<file path="src/rtl/mul_pkg.sv">
// rtl/mul_pkg.sv - multiplier instruction fields, class encodings and dtsts bit names
package mul_pkg;

    localparam int INSTR_W   = 20;
    localparam int REG_W     = 4;

    localparam int CLS_HI    = 19;
    localparam int CLS_LO    = 18;
    localparam int DTSTS_HI  = 17;
    localparam int DTSTS_LO  = 14;
    localparam int OTREG_BIT = 13;
    localparam int RSVD_BIT  = 12;
    localparam int RN_HI     = 11;
    localparam int RN_LO     = 8;
    localparam int RX_HI     = 7;
    localparam int RX_LO     = 4;
    localparam int RY_HI     = 3;
    localparam int RY_LO     = 0;

    localparam int DTSTS_RND  = 0;
    localparam int DTSTS_FRAC = 1;
    localparam int DTSTS_XSGN = 2;
    localparam int DTSTS_YSGN = 3;

    typedef enum logic [1:0] {
        CLS_SAT    = 2'b00,
        CLS_MUL    = 2'b01,
        CLS_MACADD = 2'b10,
        CLS_MACSUB = 2'b11
    } cls_e;

    typedef struct packed {
        cls_e             cls;
        logic [3:0]       dtsts;
        logic             otreg;
        logic [REG_W-1:0] rn;
        logic [REG_W-1:0] rx;
        logic [REG_W-1:0] ry;
    } mul_instr_t;

    // Rounding only makes sense on a fractional result.
    function automatic logic is_illegal(input logic [3:0] dtsts);
        return dtsts[DTSTS_RND] & ~dtsts[DTSTS_FRAC];
    endfunction

endpackage

</file>
<file path="src/rtl/ps_mul_issue_if.sv">
// rtl/ps_mul_issue_if.sv - instruction offer handshake between sequencer and multiplier issue
interface ps_mul_issue_if;
    import mul_pkg::*;

    logic               instr_valid;
    logic               instr_ready;
    logic [INSTR_W-1:0] instr;

    modport master (output instr_valid, output instr, input instr_ready);
    modport slave  (input instr_valid, input instr, output instr_ready);

endinterface

</file>
<file path="src/rtl/mul_instr_dec.sv">
// rtl/mul_instr_dec.sv - field decode and illegal-combination check for multiplier instructions
module mul_instr_dec
    import mul_pkg::*;
(
    input  logic [INSTR_W-1:0] instr,
    output mul_instr_t         dec,
    output logic               illegal_op
);

    logic unused_rsvd;
    assign unused_rsvd = instr[RSVD_BIT];

    always_comb begin
        dec.cls    = cls_e'(instr[CLS_HI:CLS_LO]);
        dec.dtsts  = instr[DTSTS_HI:DTSTS_LO];
        dec.otreg  = instr[OTREG_BIT];
        dec.rn     = instr[RN_HI:RN_LO];
        dec.rx     = instr[RX_HI:RX_LO];
        dec.ry     = instr[RY_HI:RY_LO];
        illegal_op = is_illegal(instr[DTSTS_HI:DTSTS_LO]);
    end

endmodule

</file>
<file path="src/rtl/ps_mul_issue.sv">
// rtl/ps_mul_issue.sv - multiplier issue stage with RAW hazard stall, Rn write-back and status flags
// Optional sticky overflow status: define MUL_STICKY_MVS_EN.
module ps_mul_issue
    import mul_pkg::*;
#(
    parameter int RF_DATASIZE = 16,
    parameter int RF_ADDRSIZE = 4
) (
    input  logic                   clk,
    input  logic                   rst_n,
    ps_mul_issue_if.slave          instr_if,
    input  logic                   ps_hold,
    output logic                   ps_mul_en,
    output logic                   ps_mul_otreg,
    output logic [3:0]             ps_mul_dtsts,
    output logic [1:0]             ps_mul_cls,
    output logic [RF_ADDRSIZE-1:0] ps_xb_rx_addr,
    output logic [RF_ADDRSIZE-1:0] ps_xb_ry_addr,
    output logic                   ps_xb_wb_en,
    output logic [RF_ADDRSIZE-1:0] ps_xb_wb_addr,
    input  logic                   mul_ps_ov,
    input  logic                   mul_ps_mn,
    output logic                   astat_mv,
    output logic                   astat_mn,
    output logic                   illegal,
    input  logic                   mvs_clr,
    output logic                   astat_mvs
);

    if (RF_DATASIZE < 1 || RF_ADDRSIZE < REG_W) begin : g_bad_cfg
        $error("ps_mul_issue: unsupported RF_DATASIZE/RF_ADDRSIZE");
    end

    mul_instr_t dec;
    logic       illegal_op;

    mul_instr_dec u_dec (
        .instr      (instr_if.instr),
        .dec        (dec),
        .illegal_op (illegal_op)
    );

    logic             pv_q, pv_d;
    logic             otreg_q, otreg_d;
    logic [REG_W-1:0] rn_q, rn_d;
    logic             astat_mv_q, astat_mv_d;
    logic             astat_mn_q, astat_mn_d;
    logic             hazard, ready, fire, legal_fire;

    always_comb begin
        hazard = pv_q & ~otreg_q & (dec.cls != CLS_SAT) &
                 ((dec.rx == rn_q) | (dec.ry == rn_q));
        // Reset gating keeps the combinational issue path quiet while rst_n is low.
        ready      = rst_n & ~ps_hold & ~hazard;
        fire       = instr_if.instr_valid & ready;
        legal_fire = fire & ~illegal_op;

        ps_mul_en    = legal_fire;
        ps_mul_cls   = legal_fire ? dec.cls   : 2'b00;
        ps_mul_dtsts = legal_fire ? dec.dtsts : 4'b0000;
        ps_mul_otreg = legal_fire ? dec.otreg : 1'b0;
        illegal      = fire & illegal_op;

        ps_xb_rx_addr = RF_ADDRSIZE'(dec.rx);
        ps_xb_ry_addr = RF_ADDRSIZE'(dec.ry);
        ps_xb_wb_en   = pv_q & ~otreg_q;
        ps_xb_wb_addr = RF_ADDRSIZE'(rn_q);

        pv_d    = legal_fire;
        otreg_d = legal_fire ? dec.otreg : otreg_q;
        rn_d    = legal_fire ? dec.rn    : rn_q;

        astat_mv_d = pv_q ? mul_ps_ov : astat_mv_q;
        astat_mn_d = pv_q ? mul_ps_mn : astat_mn_q;
    end

    assign instr_if.instr_ready = ready;
    assign astat_mv             = astat_mv_q;
    assign astat_mn             = astat_mn_q;

    always_ff @(posedge clk or negedge rst_n) begin
        if (!rst_n) begin
            pv_q       <= 1'b0;
            otreg_q    <= 1'b0;
            rn_q       <= '0;
            astat_mv_q <= 1'b0;
            astat_mn_q <= 1'b0;
        end else begin
            pv_q       <= pv_d;
            otreg_q    <= otreg_d;
            rn_q       <= rn_d;
            astat_mv_q <= astat_mv_d;
            astat_mn_q <= astat_mn_d;
        end
    end

`ifdef MUL_STICKY_MVS_EN
    logic astat_mvs_q, astat_mvs_d;

    // Set has priority so an overflow landing on the clear cycle is not lost.
    always_comb begin
        astat_mvs_d = astat_mvs_q;
        if (mvs_clr) astat_mvs_d = 1'b0;
        if (pv_q & mul_ps_ov) astat_mvs_d = 1'b1;
    end

    always_ff @(posedge clk or negedge rst_n) begin
        if (!rst_n) astat_mvs_q <= 1'b0;
        else        astat_mvs_q <= astat_mvs_d;
    end

    assign astat_mvs = astat_mvs_q;
`else
    logic unused_mvs_clr;
    assign unused_mvs_clr = mvs_clr;
    assign astat_mvs      = 1'b0;
`endif

endmodule

</file>
<file path="src/flat_wrapper.sv">
// flat-port wrapper written by rule: the top's interface ports become plain ports
module ps_mul_issue_flat import mul_pkg::*;
#(
    parameter int RF_DATASIZE = 16,
    parameter int RF_ADDRSIZE = 4
)
  (clk, rst_n, ps_hold, ps_mul_en, ps_mul_otreg, ps_mul_dtsts, ps_mul_cls, ps_xb_rx_addr, ps_xb_ry_addr, ps_xb_wb_en, ps_xb_wb_addr, mul_ps_ov, mul_ps_mn, astat_mv, astat_mn, illegal, mvs_clr, astat_mvs, instr_if_instr_valid, instr_if_instr, instr_if_instr_ready);
  ps_mul_issue_if instr_if_i ();
  input  logic clk;
  input  logic rst_n;
  input  logic ps_hold;
  output logic ps_mul_en;
  output logic ps_mul_otreg;
  output logic [3:0] ps_mul_dtsts;
  output logic [1:0] ps_mul_cls;
  output logic [RF_ADDRSIZE-1:0] ps_xb_rx_addr;
  output logic [RF_ADDRSIZE-1:0] ps_xb_ry_addr;
  output logic ps_xb_wb_en;
  output logic [RF_ADDRSIZE-1:0] ps_xb_wb_addr;
  input  logic mul_ps_ov;
  input  logic mul_ps_mn;
  output logic astat_mv;
  output logic astat_mn;
  output logic illegal;
  input  logic mvs_clr;
  output logic astat_mvs;
  input wire logic [$bits(instr_if_i.instr_valid)-1:0] instr_if_instr_valid;
  input wire logic [$bits(instr_if_i.instr)-1:0] instr_if_instr;
  output wire logic [$bits(instr_if_i.instr_ready)-1:0] instr_if_instr_ready;
  assign instr_if_i.instr_valid = instr_if_instr_valid;
  assign instr_if_i.instr = instr_if_instr;
  assign instr_if_instr_ready = instr_if_i.instr_ready;
  ps_mul_issue #(.RF_DATASIZE(RF_DATASIZE), .RF_ADDRSIZE(RF_ADDRSIZE)) u_core (.clk(clk), .rst_n(rst_n), .instr_if(instr_if_i), .ps_hold(ps_hold), .ps_mul_en(ps_mul_en), .ps_mul_otreg(ps_mul_otreg), .ps_mul_dtsts(ps_mul_dtsts), .ps_mul_cls(ps_mul_cls), .ps_xb_rx_addr(ps_xb_rx_addr), .ps_xb_ry_addr(ps_xb_ry_addr), .ps_xb_wb_en(ps_xb_wb_en), .ps_xb_wb_addr(ps_xb_wb_addr), .mul_ps_ov(mul_ps_ov), .mul_ps_mn(mul_ps_mn), .astat_mv(astat_mv), .astat_mn(astat_mn), .illegal(illegal), .mvs_clr(mvs_clr), .astat_mvs(astat_mvs));
endmodule
</file>
<file path="config.mk">
export PLATFORM = sky130hd
export DESIGN_NAME = ps_mul_issue_flat
export DESIGN_NICKNAME = d
export VERILOG_FILES = /design/src/rtl/mul_pkg.sv /design/src/rtl/ps_mul_issue_if.sv /design/src/rtl/mul_instr_dec.sv /design/src/rtl/ps_mul_issue.sv /design/src/flat_wrapper.sv
export SDC_FILE = /design/constraint.sdc
export NUM_CORES = 1
export LEC_CHECK = 0
export ABC_AREA = 0
export CORE_MARGIN = 10
export CORE_UTILIZATION = 35
export CTS_BUF_LIST = sky130_fd_sc_hd__clkbuf_2
export CTS_CLUSTER_SIZE = 16
export DETAILED_ROUTE_END_ITERATION = 16
export DONT_BUFFER_PORTS = 1
export GPL_ROUTABILITY_DRIVEN = 0
export PLACE_DENSITY = 0.58
export SYNTH_ARGS = -nofsm -noshare
export SYNTH_HDL_FRONTEND = slang
export SYNTH_SLANG_ARGS = --single-unit
</file>
<file path="constraint.sdc">
create_clock -name clk -period 1.31 [get_ports clk]
set_input_delay 0.0655 -clock clk [delete_from_list [all_inputs] [get_ports clk]]
set_output_delay 0.0655 -clock clk [all_outputs]
set_load 0.02 [all_outputs]
</file>
### Word-level counts from Yosys, hierarchy flattened

Cells that the tools add are included.

| word-level totals | value |
|---|---|
| bits of input ports | 27 |
| logic and storage cells | 26 |
| flip-flop bits (word level) | 8 |

| cells by class | value |
|---|---|
| mux-type cells | 3 |
| eq/ne operators | 2 |
| reduce and logical (&&, ||, !) cells | 1 |
| bitwise gates (word level) | 15 |

Operators by type and width:

| cell | count |
|---|---|
| bitwise AND 1 bit | 9 |
| equality test 4 bit | 2 |
| NOT 1 bit | 5 |
| two-way mux 4 bit | 1 |
| two-way mux 2 bit | 1 |
| nonzero test 2 bit | 1 |
| two-way mux 1 bit | 1 |
| OR 1 bit | 1 |

### Depth between registers and ports, before layout

Gate-level depths: netlist (run 1).

| depth | value |
|---|---|
| depth in word-level cells | 9 |
| gate-level depth with buffers | 5 |
| gate-level depth less buffers | 4 |

### Hierarchy

From an unflattened synthesis (run 1), not the netlist that was laid out.

| second synthesis, totals | value |
|---|---|
| cells, all modules | 90 |
| area total of the unflattened synthesis | 777.0 µm² |

By module, submodules not included:

| module | area an instance (µm²) | times used | sequential area each (µm²) | cells each |
|---|---|---|---|---|
| ps_mul_issue | 620.6 | 1 | 200.2 | 70 |
| mul_instr_dec | 156.4 | 1 | 0.0 | 20 |

### Worst setup path before layout (run 1)

OpenSTA, ideal clock, no wires.

| path | value |
|---|---|
| path type | register -> output |
| from | register u_core.rn_q[3] (netlist: u_core.ps_xb_wb_addr[3]) |
| to | output port illegal |
| stages on the path, launching flop included | 5 |
| required time | 1.245 ns |
| setup slack | -0.356 ns |
| arrival time | 1.601 ns |
| cell sequence | dfrtp_1 > xnor2_1 > nand4_4 > a21oi_2 > nor4_1 |

| between the ends | value |
|---|---|
| cells in the longest elaborated chain, start to end | 7 |

Ends and longest elaborated chain:

| item | RTL line | RTL |
|---|---|---|
| start, declared | ps_mul_issue.sv:45 | `logic [REG_W-1:0] rn_q, rn_d;` |
| start signal, assigned | ps_mul_issue.sv:91 | `rn_q <= rn_d;` |
| equality test 4 bit | ps_mul_issue.sv:52 | `((dec.rx == rn_q) \| (dec.ry == rn_q));` |
| OR 1 bit (*) | ps_mul_issue.sv:52 |  |
| bitwise AND 1 bit (*) | ps_mul_issue.sv:51 | `hazard = pv_q & ~otreg_q & (dec.cls != CLS_SAT) &` |
| NOT 1 bit (*) | ps_mul_issue.sv:54 | `ready = rst_n & ~ps_hold & ~hazard;` |
| bitwise AND 1 bit (*) | ps_mul_issue.sv:54 |  |
| bitwise AND 1 bit (*) | ps_mul_issue.sv:55 | `fire = instr_if.instr_valid & ready;` |
| bitwise AND 1 bit (*) | ps_mul_issue.sv:62 | `illegal = fire & illegal_op;` |
| end, declared | flat_wrapper.sv:24 | `output logic illegal;` |

Every way passes the cells marked *; elsewhere a longest branch is shown, timed or not.

### Worst setup path in the final report (run 1)

| path | value |
|---|---|
| from | register u_core.rn_q[3] (netlist: u_core.ps_xb_wb_addr[3]) |
| to | output port ps_mul_dtsts[2] |

| between the ends | value |
|---|---|
| cells in the longest elaborated chain, start to end | 8 |

Ends and longest elaborated chain:

| item | RTL line | RTL |
|---|---|---|
| equality test 4 bit | ps_mul_issue.sv:52 |  |
| OR 1 bit (*) | ps_mul_issue.sv:52 |  |
| bitwise AND 1 bit (*) | ps_mul_issue.sv:51 |  |
| NOT 1 bit (*) | ps_mul_issue.sv:54 |  |
| bitwise AND 1 bit (*) | ps_mul_issue.sv:54 |  |
| bitwise AND 1 bit (*) | ps_mul_issue.sv:55 |  |
| bitwise AND 1 bit (*) | ps_mul_issue.sv:56 | `legal_fire = fire & ~illegal_op;` |
| two-way mux 4 bit (*) | ps_mul_issue.sv:60 | `ps_mul_dtsts = legal_fire ? dec.dtsts : 4'b0000;` |
| end, declared | flat_wrapper.sv:14 | `output logic [3:0] ps_mul_dtsts;` |

Marks and branches as above.

==> metrics.yaml, run 1 <==
placement:
  portBuffers: 0
  dp_hpwl_mm: 1.764
cells_and_area:
  nets: 130
  area_growth_pct: 45.10
  n_antenna_cell: 0
  layout-drive-gt1-share_pct: 55.88
power_and_ir_drop:
  p_seq_share_pct: 34.9
  p_sw_uw: 476.6
  p_per_area_mw_per_mm2: 1089
  ir_drop_uv: 455.4
  p_clk_share_pct: 14.2
  p_comb_share_pct: 50.9
  p_int_uw: 693.5
  netSwitchingFraction_pct: 40.73
  power_leakage_nw: 0.4500
  finalPower_mw: 1.170
grt:
  grt-ovfl-total: 0
  grt_use_met2_pct: 16.43
  grt_pass1_vias: 740
  busiest_layer: "met2"
  grt_usage_pct: 10.14
  grt_max_degree: 12
  grt_util_met3_pct: 5.763
  grt_pass1_wl_mm: 3.491
  antenna_found_initial: 0
  grt_use_met1_pct: 10.10
routing:
  drt_first_iter_violations: 26
  finalWirelength_mm: 2.209
  route.detailed.wl_per_inst_um: 17.12
  drc_errors: 0
  firstDrtPassIters: 4
  ant_nets: 0
  viasPerCell: 5.372
  via_count: 693
worst_setup_path:
  path_delay_family: "flip-flops"
  cp.required_ns: 1.24
  crit_path_max_fanout: 11
  cp-start-kind: "flop"
  crit_start: "u_core.ps_xb_wb_addr[3]$_DFFE_PN0P_"
  cp_slowest_cell: "dfrtp_2"
  r2r-start: "u_core.ps_xb_wb_addr[1]$_DFFE_PN0P_"
  crit_path_end_kind: "output port"
  crit_buf_inv: 2
  arrival_ns: 1.60
  crit_path_cell_trace: "xnor2_2, nand4_4, a21oi_4, buf_12, nor3b_2, buf_4"
  cp_slowest_stage_delay_ns: 0.46
  path_class: "reg -> out"
job:
  cap_viol_max_count: 0
worst_hold_path:
  hp-class: "in -> reg"
  hold_start: "instr_if_instr_valid"
logic_synthesis:
  yosysTopAreaCell: "dfrtp_1"
  synthTopCellsByArea: "dfrtp_1, xnor2_1, buf_4, a31oi_1, nand4_4"
  synth.top_cell.area_share_pct: 27.03
  synth_area_um2: 740.7
  syn_inst: 85
  synth_cell_types: 27
  yosysSeqAreaShare_pct: 27.03
  avgSynthCellArea_um2: 8.714
  yosysWarningCount: 0
  syn-num-nets: 112
  synth-seq-cells: 8
sta:
  fin_ws_ns: -0.3538
  fin_skew_ns: 0.01150
  rsz0062_at_grt: "true"
  finalCritPeriodShare_pct: 127.0
  whs_ns: 0.08132
  final_hold_viol_count: 0
  fmax_ghz: 0.6011
  setup_violations: 16
  finalSetupTns_ns: -3.755
  min_period_ns: 1.664
  drv_slew: 0
floorplanning:
  rows: 16
  pin_count: 53
  die_h_um: 66.01
  dieArea_mm2: 0.004357
  start_util_pct: 37.37
  die_w_um: 66.01
  core_mm2: 0.001982
clock_tree:
  clock_latency_ns: 0.24
  h-tree-depth: 1
  cts_max_path_buffers: 2
  cts.sinks: 8
  path_clk_slew_ns: 0.09
  cts_tree: "yes"
  cts_made_buffers: 3
  root_buffer: "clkbuf_2"
run_status:
  failed_checks: "negative setup slack"
  status: "finished with violations"
-- kinds of logic (layout without fill, tap and decap cells) --
kind of cell | Yosys count | count (layout) | synth area share, %
AO/OA/AOI/OAI | 15 | 15 | 15.03
flip-flops | 8 | 8 | 27.03
XOR/XNOR | 8 | 8 | 9.460
multiplexers | 2 | 2 | 3.040
AND/OR/NAND/NOR | 33 | 33 | 29.90
buffers and inverters | 18 | 35 | 15.03
other | 1 | 1 | 0.5063
-- stage by stage --
| step | setup slack, ns | util (%) | std cells | cell area, um2 |
|---|---|---|---|---|
| 6_report | -0.3538 | 54.23 | 129 | 1075 |
| 3_5_place_dp | -0.1016 | 48.67 | 120 | 964.7 |
| 5_1_grt | -0.4457 | 54.23 | 129 | 1075 |
| 3_3_place_gp | -0.08400 | 48.67 | 120 | 964.7 |
| 2_1_floorplan | -0.1313 | - | 85 | 853.3 |
| 4_1_cts | -0.3718 | 53.54 | 129 | 1061 |
-- final timing paths --
| check | slack (ns) | end | cells after the start |
|---|---|---|---|
| setup / recovery | -0.35 | ps_mul_dtsts[2] | 6 |
| hold / removal | 0.08 | u_core.ps_xb_wb_addr[3]$_DFFE_PN0P_ | 3 |
| setup reg to reg | -0.08 | u_core.ps_xb_wb_addr[3]$_DFFE_PN0P_ | 5 |
| hold reg to reg | 0.53 | u_core.otreg_q$_DFFE_PN0P_ | 1 |
| max in group asynchronous | 0.89 | u_core.ps_xb_wb_addr[3]$_DFFE_PN0P_ | 1 |
| min in group asynchronous | 0.16 | u_core.ps_xb_wb_addr[1]$_DFFE_PN0P_ | 1 |
-- state kept, by name, summed over array words and instances, names as in the netlist --
signal	flops
u_core.astat_mn	1
u_core.ps_xb_wb_addr	4
u_core.otreg_q	1
u_core.astat_mv	1
u_core.pv_q	1
-- cell usage after synthesis (all sizes together) --
cell and instances:
buf 11, a31oi 8, dfrtp 8, xnor2 8, nand3 6, nand4 6, and2 5, inv 5
a211o 4, nor3b 4, nor2 3, clkbuf 2, mux2 2, nand2 2, nand2b 2, nor2b 2
nor3 2, a21oi 1, conb 1, nor4 1, o21ai 1, o2bb2ai 1
-- placed cells by master, fill, tap and decap left out, types with 4 or more instances in the layout --
master	count
dlygate4sd3_1	4
inv_1	5
nand4_1	4
xnor2_2	8
buf_4	18
a31oi_1	8
dfrtp_2	4
a211o_1	4
clkbuf_2	4
and2_1	5
dfrtp_1	4
-- worst reg2reg max path, delay by kind of cell, from the launching register on --
| kind | cells | cell delay (ns) |
|---|---|---|
| AOI/OAI and AO/OA | 1 | 0.29 |
| xor gates and xnor gates | 1 | 0.20 |
| buffers and inverters | 1 | 0.16 |
| DFF | 1 | 0.46 |
| and+or+nand+nor | 2 | 0.23 |
-- layout make-up --
cell class	instances	area [um2]
Clock buffer	4	20.02
Fill cell	183	907.1
Inverter	5	18.77
Multi-Input combinational cell	59	568.0
Sequential cell	8	205.2
Tap cell	27	33.78
Timing Repair Buffer	26	229.0
-- what timing repair did --
action / CTS / global route
buffers inserted: 1 / 0
resized for setup: 5 / 3
endpoints found under the hold margin: 11 / 0
endpoints found under the setup margin: 16 / 16
pin swaps: 7 / 1
hold buffers: 4 / 0
-- power groups by stage --
stage	combinational, mW	clock, mW	sequential (mW)
after CTS	0.586	0.172	0.411
after detailed placement	0.543	0	0.416
final	0.595	0.166	0.409
after floorplan	0.388	0	0.450
after global routing	0.641	0.185	0.423
after global placement	0.537	0	0.411
-- routing by layer --
layer | part of all wire (%) | wire length, um
met1 | 37 | 824
met2 | 47 | 1029
met3 | 14 | 320
met4 | 1.5 | 34
met5 | 0 | 0
(Power assumes the default switching activity.)
==> run 2: changes to the inputs <==
Settings changed: ABC_AREA 0 to 1, SYNTH_HIERARCHICAL from default to 1.
==> run 2 against run 1 <==
Against the previous run: the run still ends with negative setup slack left; synthesized cell count up 44%; via count up 4.2%; sequential share of layout area up 0.27 points; critical path depth up 4; power down 19%; die area up 2.3%; clock skew down 0.0064 ns; cell count up 29%.
==> metrics.yaml, run 2 <==
clock_tree:
  cts_tree: "yes"
  cts_max_path_buffers: 2  # unchanged
  root_buffer: "clkbuf_2"
  path_clk_slew_ns: 0.10  # about the same
  cts.sinks: 8  # unchanged
  cts_made_buffers: 3  # unchanged
  h-tree-depth: 1  # unchanged
  clock_latency_ns: 0.25  # about the same
sta:
  finalCritPeriodShare_pct: 128.0  # +0.98 points
  drv_slew: 0  # unchanged
  finalSetupTns_ns: -4.696  # -0.9404 ns
  fmax_ghz: 0.5964  # -0.77%
  fin_ws_ns: -0.3666  # -0.01289 ns
  min_period_ns: 1.677  # +0.01289 ns
  final_hold_viol_count: 0  # unchanged
  setup_violations: 16  # unchanged
  fin_skew_ns: 0.005144  # -0.006358 ns
  rsz0062_at_grt: "true"
logic_synthesis:
  yosysSeqAreaShare_pct: 26.14  # -0.88 points
  yosysTopAreaCell: "dfrtp_1"
  synthTopCellsByArea: "dfrtp_1, nand2_1, buf_4, inv_1, nor2_1"
  synth-seq-cells: 8  # unchanged
  synthTopCellsByCount: "nand2_1, inv_1, buf_4, nor2_1, dfrtp_1"
  synth_edf_count: 0  # unchanged
  yosysWarningCount: 6  # +6
  synth_cell_types: 14  # -48%
  syn-num-nets: 149  # +33%
  synth_area_um2: 765.7  # +3.4%
  synth.most_common_cell: "nand2_1"
  async_reset_ff_share_pct: 100.0  # unchanged
  synth.top_cell.area_share_pct: 26.14  # -0.88 points
  syn_inst: 122  # +44%
  synth_flop_cell: "dfrtp_1"
  avgSynthCellArea_um2: 6.277  # -28%
worst_setup_path:
  crit_path_cell_trace: "inv_2, nand2_2, nand2_2, nor2_2, nand2_1, nand2_2, buf_6, a21oi_4, nand4_1, inv_2"
  path_class: "reg -> out"
  cp_slowest_stage_delay_ns: 0.45  # about the same
  cp-start-kind: "flop"
  crit_path_end_kind: "output port"
  cp.required_ns: 1.24  # about the same
  cp_slowest_cell: "dfrtp_2"
  crit_path_max_fanout: 5  # -6
  worst_path_most_repeated_cell: "nand2_2"
  arrival_ns: 1.61  # about the same
placement:
  dp_hpwl_mm: 1.628  # -7.7%
  portBuffers: 0  # unchanged
  pre_cts_ws_ns: -0.1808  # -0.07917 ns
  placed_area_um2: 827.0  # -14%
cells_and_area:
  area_growth_pct: 38.40
  mostFrequentLayoutCells: "nand2_1, buf_4, inv_1"
  utilization_pct: 52.41  # -1.8 points
  n_fill_cell: 204  # +11%
  regArea_um2: 205.2  # unchanged
  layout-drive-gt1-share_pct: 44.29  # -12 points
  multi_input_area_um2: 385.4  # -32%
  n_antenna_cell: 0  # unchanged
  layout_commonest_cell: "nand2_1"
  nets: 168  # +29%
  largest_register_ffs: 4  # unchanged
  final_area_mm2: 0.001060  # -1.4%
job:
  cap_viol_max_count: 0  # unchanged
routing:
  finalWirelength_mm: 2.229  # +0.91%
  firstDrtPassIters: 4  # unchanged
  drt_first_iter_violations: 20  # -23%
  drc_errors: 0  # unchanged
  viasPerCell: 4.323  # -20%
  ant_nets: 0  # unchanged
  route.detailed.wl_per_inst_um: 13.35  # -22%
  via_count: 722  # +4.2%
worst_hold_path:
  hp-class: "in -> reg"
floorplanning:
  core_mm2: 0.002022  # +2.0%
  start_util_pct: 37.87  # +0.50 points
  die_h_um: 66.78  # +1.2%
  dieArea_mm2: 0.004459  # +2.3%
  pin_count: 53  # unchanged
  rows: 16  # unchanged
  die_w_um: 66.78  # +1.2%
grt:
  grt_max_degree: 9  # -3
  grt-ovfl-total: 0  # unchanged
  grt_pass1_wl_mm: 3.615  # +3.6%
  grt_pass1_vias: 777  # +5.0%
  grt_usage_pct: 10.45  # +0.31 points
  antenna_found_initial: 0  # unchanged
power_and_ir_drop:
  ir_drop_uv: 496.5  # +9.0%
  finalPower_uw: 942.4  # -19%
  power_leakage_nw: 0.5847  # +30%
  p_per_area_mw_per_mm2: 889.3  # -18%
run_status:
  failed_checks: "negative setup slack"
  status: "finished with violations"
==> run 2: changes by cell type in the layout (fill, tap and decap cells not counted), moves of 7 or more <==
| cell | change |
|---|---|
| nor2_4 | +8 |
| xnor2_2 | -8 |
| nand2_1 | +36 |
| a31oi_1 | -8 |
| nand2_2 | +7 |
| inv_1 | +13 |
==> run 2: critical path: cells and delay by family (launching register included) <==
family | cells | cell delay [ns]
AO/OA/AOI/OAI | 1 | 0.16
buffers and inverters | 3 | 0.32
flip-flops | 1 | 0.45
AND/OR/NAND/NOR | 6 | 0.44
==> run 2: stage by stage <==
step | hold WS, ns | std cells
after floorplan | -0.2301 | 122
after global placement | -0.2298 | 146
after detailed placement | -0.2298 | 146
after CTS | 0.08514 | 167
after global routing | 0.09036 | 167
final | 0.09702 | 167
==> run 2: final timing paths <==
kind,startpoint,end,slack (ns),cells past startpoint
setup / recovery,u_core/ps_xb_wb_addr[3]$_DFFE_PN0P_,ps_mul_otreg,-0.37,10
hold / removal,instr_if_instr[13],u_core/otreg_q$_DFFE_PN0P_,0.1,3
setup reg to reg,u_core/ps_xb_wb_addr[3]$_DFFE_PN0P_,u_core/ps_xb_wb_addr[2]$_DFFE_PN0P_,-0.34,13
hold reg to reg,u_core/otreg_q$_DFFE_PN0P_,u_core/otreg_q$_DFFE_PN0P_,0.58,2
max in group asynchronous,rst_n,u_core/ps_xb_wb_addr[0]$_DFFE_PN0P_,0.84,1
min in group asynchronous,rst_n,u_core/ps_xb_wb_addr[3]$_DFFE_PN0P_,0.17,1
==> run 2: final cells by class <==
type | instances | area share (%)
flip-flops and latches | 8 | 19.36
clock buffers | 4 | 1.889
well taps | 27 | 3.188
repair buffers | 35 | 29.99
inverters | 25 | 9.209
multi-input cells | 68 | 36.36
==> run 2: what timing repair did <==
item | 4_1_cts | 5_1_grt
cloned | 0 | 0
buffers inserted | 10 | 0
setup endpoints to repair | 16 | 16
hold endpoints to repair | 14 | 0
hold buffers | 8 | 0
pin swaps | 14 | 4
resized for setup | 7 | 8
==> run 2: cell families (layout without fill, tap and decap cells) <==
group	Yosys count	count (layout)	synth area share, %
buffers and inverters	46	64	33.33
flip-flops	8	8	26.14
AND/OR/NAND/NOR	65	65	36.76
AO/OA/AOI/OAI	2	2	3.269
other	1	1	0.4897
==> run 2: per-layer routing <==
layer / vias to the layer above / global-route usage (%) / part of all wire (%)
met2: 23 / 19.43 / 56
met5: - / 0 / 0
met1: 325 / 10.35 / 36
met4: 0 / 4.712 / 0.76
li1: 372 / - / -
met3: 2 / 3.010 / 7.3
==> run 2: power by group <==
group	switching, mW	leakage (nW)	internal (mW)
clock	0.100	0.0166	0.0811
combinational	0.211	0.472	0.193
sequential	0.0643	0.0957	0.293
==> run 3: changes to the inputs <==
Settings changed: REMOVE_ABC_BUFFERS from default to 1.
==> run 3 against run 2 <==
Against the previous run: the flow still finishes with violations (negative setup slack); register-to-register slack improved by 0.19 ns; clock skew decreased by 0.0011 ns; clock power decreased by 20%; setup slack improved by 0.025 ns; critical path depth unchanged; non-clock buffer count decreased by 3; die area unchanged; global-route usage decreased by 0.78 points; via count decreased by 0.83%; design area decreased by 5.7%; first-iteration DRC count increased by 120%; hold slack improved by 0.0046 ns; highest routed layer is now met3.
==> metrics.yaml, run 3 (synthesis gave the netlist of run 2 again) <==
power_and_ir_drop:
  p_comb_share_pct: 43.2  # +0.4 points
  p_sw_uw: 341.9  # -9.0%
  power_leakage_nw: 0.5882  # +0.61%
  p_int_uw: 521.4  # -8.0%
  p_per_area_mw_per_mm2: 863.5  # -2.9%
  netSwitchingFraction_pct: 39.60  # -0.24 points
  ir_drop_uv: 509.6  # +2.6%
  p_clk_share_pct: 16.8  # -2.5 points
  p_seq_share_pct: 39.9  # +2.0 points
routing:
  ant_nets: 0  # unchanged
  top_layer: "met3"
  drc_errors: 0  # unchanged
  dr_wl_met3_um: 289  # +78%
  finalWirelength_mm: 2.141  # -3.9%
  wl_met1_um: 867  # +9.5%
  route.detailed.wl_per_inst_um: 13.05  # -2.2%
  viasPerCell: 4.366  # +0.98%
  via_count: 716  # -0.83%
  routed-wl-met2_um: 984  # -22%
  drt_first_iter_violations: 44  # +120%
  firstDrtPassIters: 4  # unchanged
clock_tree:
  cts_tree: "yes"
  h-tree-depth: 1  # unchanged
  cts_made_buffers: 3  # unchanged
  cts.sinks: 8  # unchanged
  cts_max_path_buffers: 2  # unchanged
  root_buffer: "clkbuf_2"
  clock_latency_ns: 0.23  # -0.02 ns
  path_clk_slew_ns: 0.08  # -0.02 ns
worst_setup_path:
  cp.required_ns: 1.24  # about the same
  crit_path_end_kind: "output port"
  cp-start-kind: "flop"
  path_class: "reg -> out"
  reg2reg_slack_ns: -0.15  # +0.19 ns
  crit_path_max_fanout: 5  # unchanged
  arrival_ns: 1.59  # -0.02 ns
sta:
  setup_violations: 16  # unchanged
  final_hold_viol_count: 0  # unchanged
  fmax_ghz: 0.6054  # +1.5%
  drv_slew: 0  # unchanged
  finalSetupTns_ns: -4.055  # +0.6405 ns
  fin_ws_ns: -0.3418  # +0.02484 ns
  rsz0062_at_grt: "true"
  fin_skew_ns: 0.004032  # -0.001112 ns
  whs_ns: 0.1017  # +0.004638 ns
  finalCritPeriodShare_pct: 126.1  # -1.9 points
  min_period_ns: 1.652  # -0.02484 ns
placement:
  portBuffers: 0  # unchanged
  dp_hpwl_mm: 1.595  # -2.0%
grt:
  grt_usage_pct: 9.673  # -0.78 points
  grt-ovfl-total: 0  # unchanged
  antenna_found_initial: 0  # unchanged
  grt_pass1_wl_mm: 3.429  # -5.1%
  grt_pass1_vias: 764  # -1.7%
  grt_max_degree: 9  # unchanged
floorplanning:
  rows: 16  # unchanged
  dieArea_mm2: 0.004459  # unchanged
  start_util_pct: 37.87  # unchanged
  core_mm2: 0.002022  # unchanged
  pin_count: 53  # unchanged
  die_h_um: 66.78  # unchanged
  die_w_um: 66.78  # unchanged
cells_and_area:
  layout_commonest_cell: "nand2_1"
  mostFrequentLayoutCells: "nand2_1, inv_1, buf_4"
  n_antenna_cell: 0  # unchanged
  utilization_pct: 49.44  # -3.0 points
  multi_input_area_um2: 366.6  # -4.9%
  largest_register_ffs: 4  # unchanged
  nets: 166  # -1.2%
  regArea_um2: 200.2  # -2.4%
  area_growth_pct: 30.56
  layout-drive-gt1-share_pct: 35.77  # -8.5 points
  n_fill_cell: 198  # -2.9%
job:
  cap_viol_max_count: 0  # unchanged
worst_hold_path:
  hp-class: "in -> reg"
run_status:
  failed_checks: "negative setup slack"
  status: "finished with violations"
run 3: changes by cell type in the layout (fill, tap and decap cells not counted), sizes merged:
| cell | before | now |
|---|---|---|
| inv | 24 | 25 |
| clkbuf | 4 | 3 |
| buf | 27 | 24 |
| nand4 | 6 | 7 |
| clkinvlp | 1 | 0 |
run 3: power by group through the flow:
stage	Combinational, mW	Clock [mW]	Sequential (mW)
6_report	0.373	0.145	0.345
4_1_cts	0.343	0.153	0.345
3_5_place_dp	0.288	0	0.349
5_1_grt	0.417	0.164	0.352
3_3_place_gp	0.280	0	0.346
2_1_floorplan	0.155	0	0.371
run 3: timing repair:
item / 4_1_cts / 5_1_grt
cloned: 1 / 0
pin swaps: 11 / 11
gates resized for setup: 14 / 13
hold buffers: 8 / 0
buffers inserted: 5 / 5
setup endpoints to repair: 16 / 16
hold endpoints to repair: 14 / 0
run 3: final timing paths:
| path | startpoint | end | depth (start not counted) |
|---|---|---|---|
| max | u_core/ps_xb_wb_addr[1]$_DFFE_PN0P_ | instr_if_instr_ready | 10 |
| min | instr_if_instr_valid | u_core/otreg_q$_DFFE_PN0P_ | 3 |
| max reg2reg | u_core/ps_xb_wb_addr[1]$_DFFE_PN0P_ | u_core/ps_xb_wb_addr[2]$_DFFE_PN0P_ | 11 |
| min reg2reg | u_core/otreg_q$_DFFE_PN0P_ | u_core/otreg_q$_DFFE_PN0P_ | 2 |
| max in group asynchronous | rst_n | u_core/ps_xb_wb_addr[0]$_DFFE_PN0P_ | 1 |
| min in group asynchronous | rst_n | u_core/ps_xb_wb_addr[1]$_DFFE_PN0P_ | 1 |
run 3: per-stage QoR:
step | instance area [um2] | worst slack [ns] | power [mW] | cells
2_1_floorplan | 604.3 | -0.2141 | 0.5268 | 101
3_3_place_gp | 773.2 | -0.06671 | 0.6264 | 146
3_5_place_dp | 773.2 | -0.1329 | 0.6373 | 146
6_report | 999.7 | -0.3418 | 0.8632 | 164
4_1_cts | 947.2 | -0.3493 | 0.8413 | 161
5_1_grt | 999.7 | -0.4576 | 0.9335 | 164
run 3: critical path: stages (launching register included):
cell and delay [ns]:
dfrtp_1 0.43, inv_2 0.06, nand2_1 0.06, nand2_1 0.06
nor2_1 0.10, nand2_1 0.07, nand2_2 0.13, a21oi_4 0.08
buf_4 0.14, buf_6 0.10, buf_6 0.12
run 3: layout make-up:
| type | instances | share of cell area (%) |
|---|---|---|
| clock buffer | 3 | 1.502 |
| inverter | 25 | 9.387 |
| multi-input combinational | 69 | 36.67 |
| sequential | 8 | 20.03 |
| tap | 27 | 3.379 |
| timing repair buffer | 32 | 29.04 |
run 3: routing by layer:
metal	vias up	track usage [%]
met2	35	15.40
li1	368	-
met3	0	6.020
met4	0	3.927
met5	-	0
met1	313	9.972
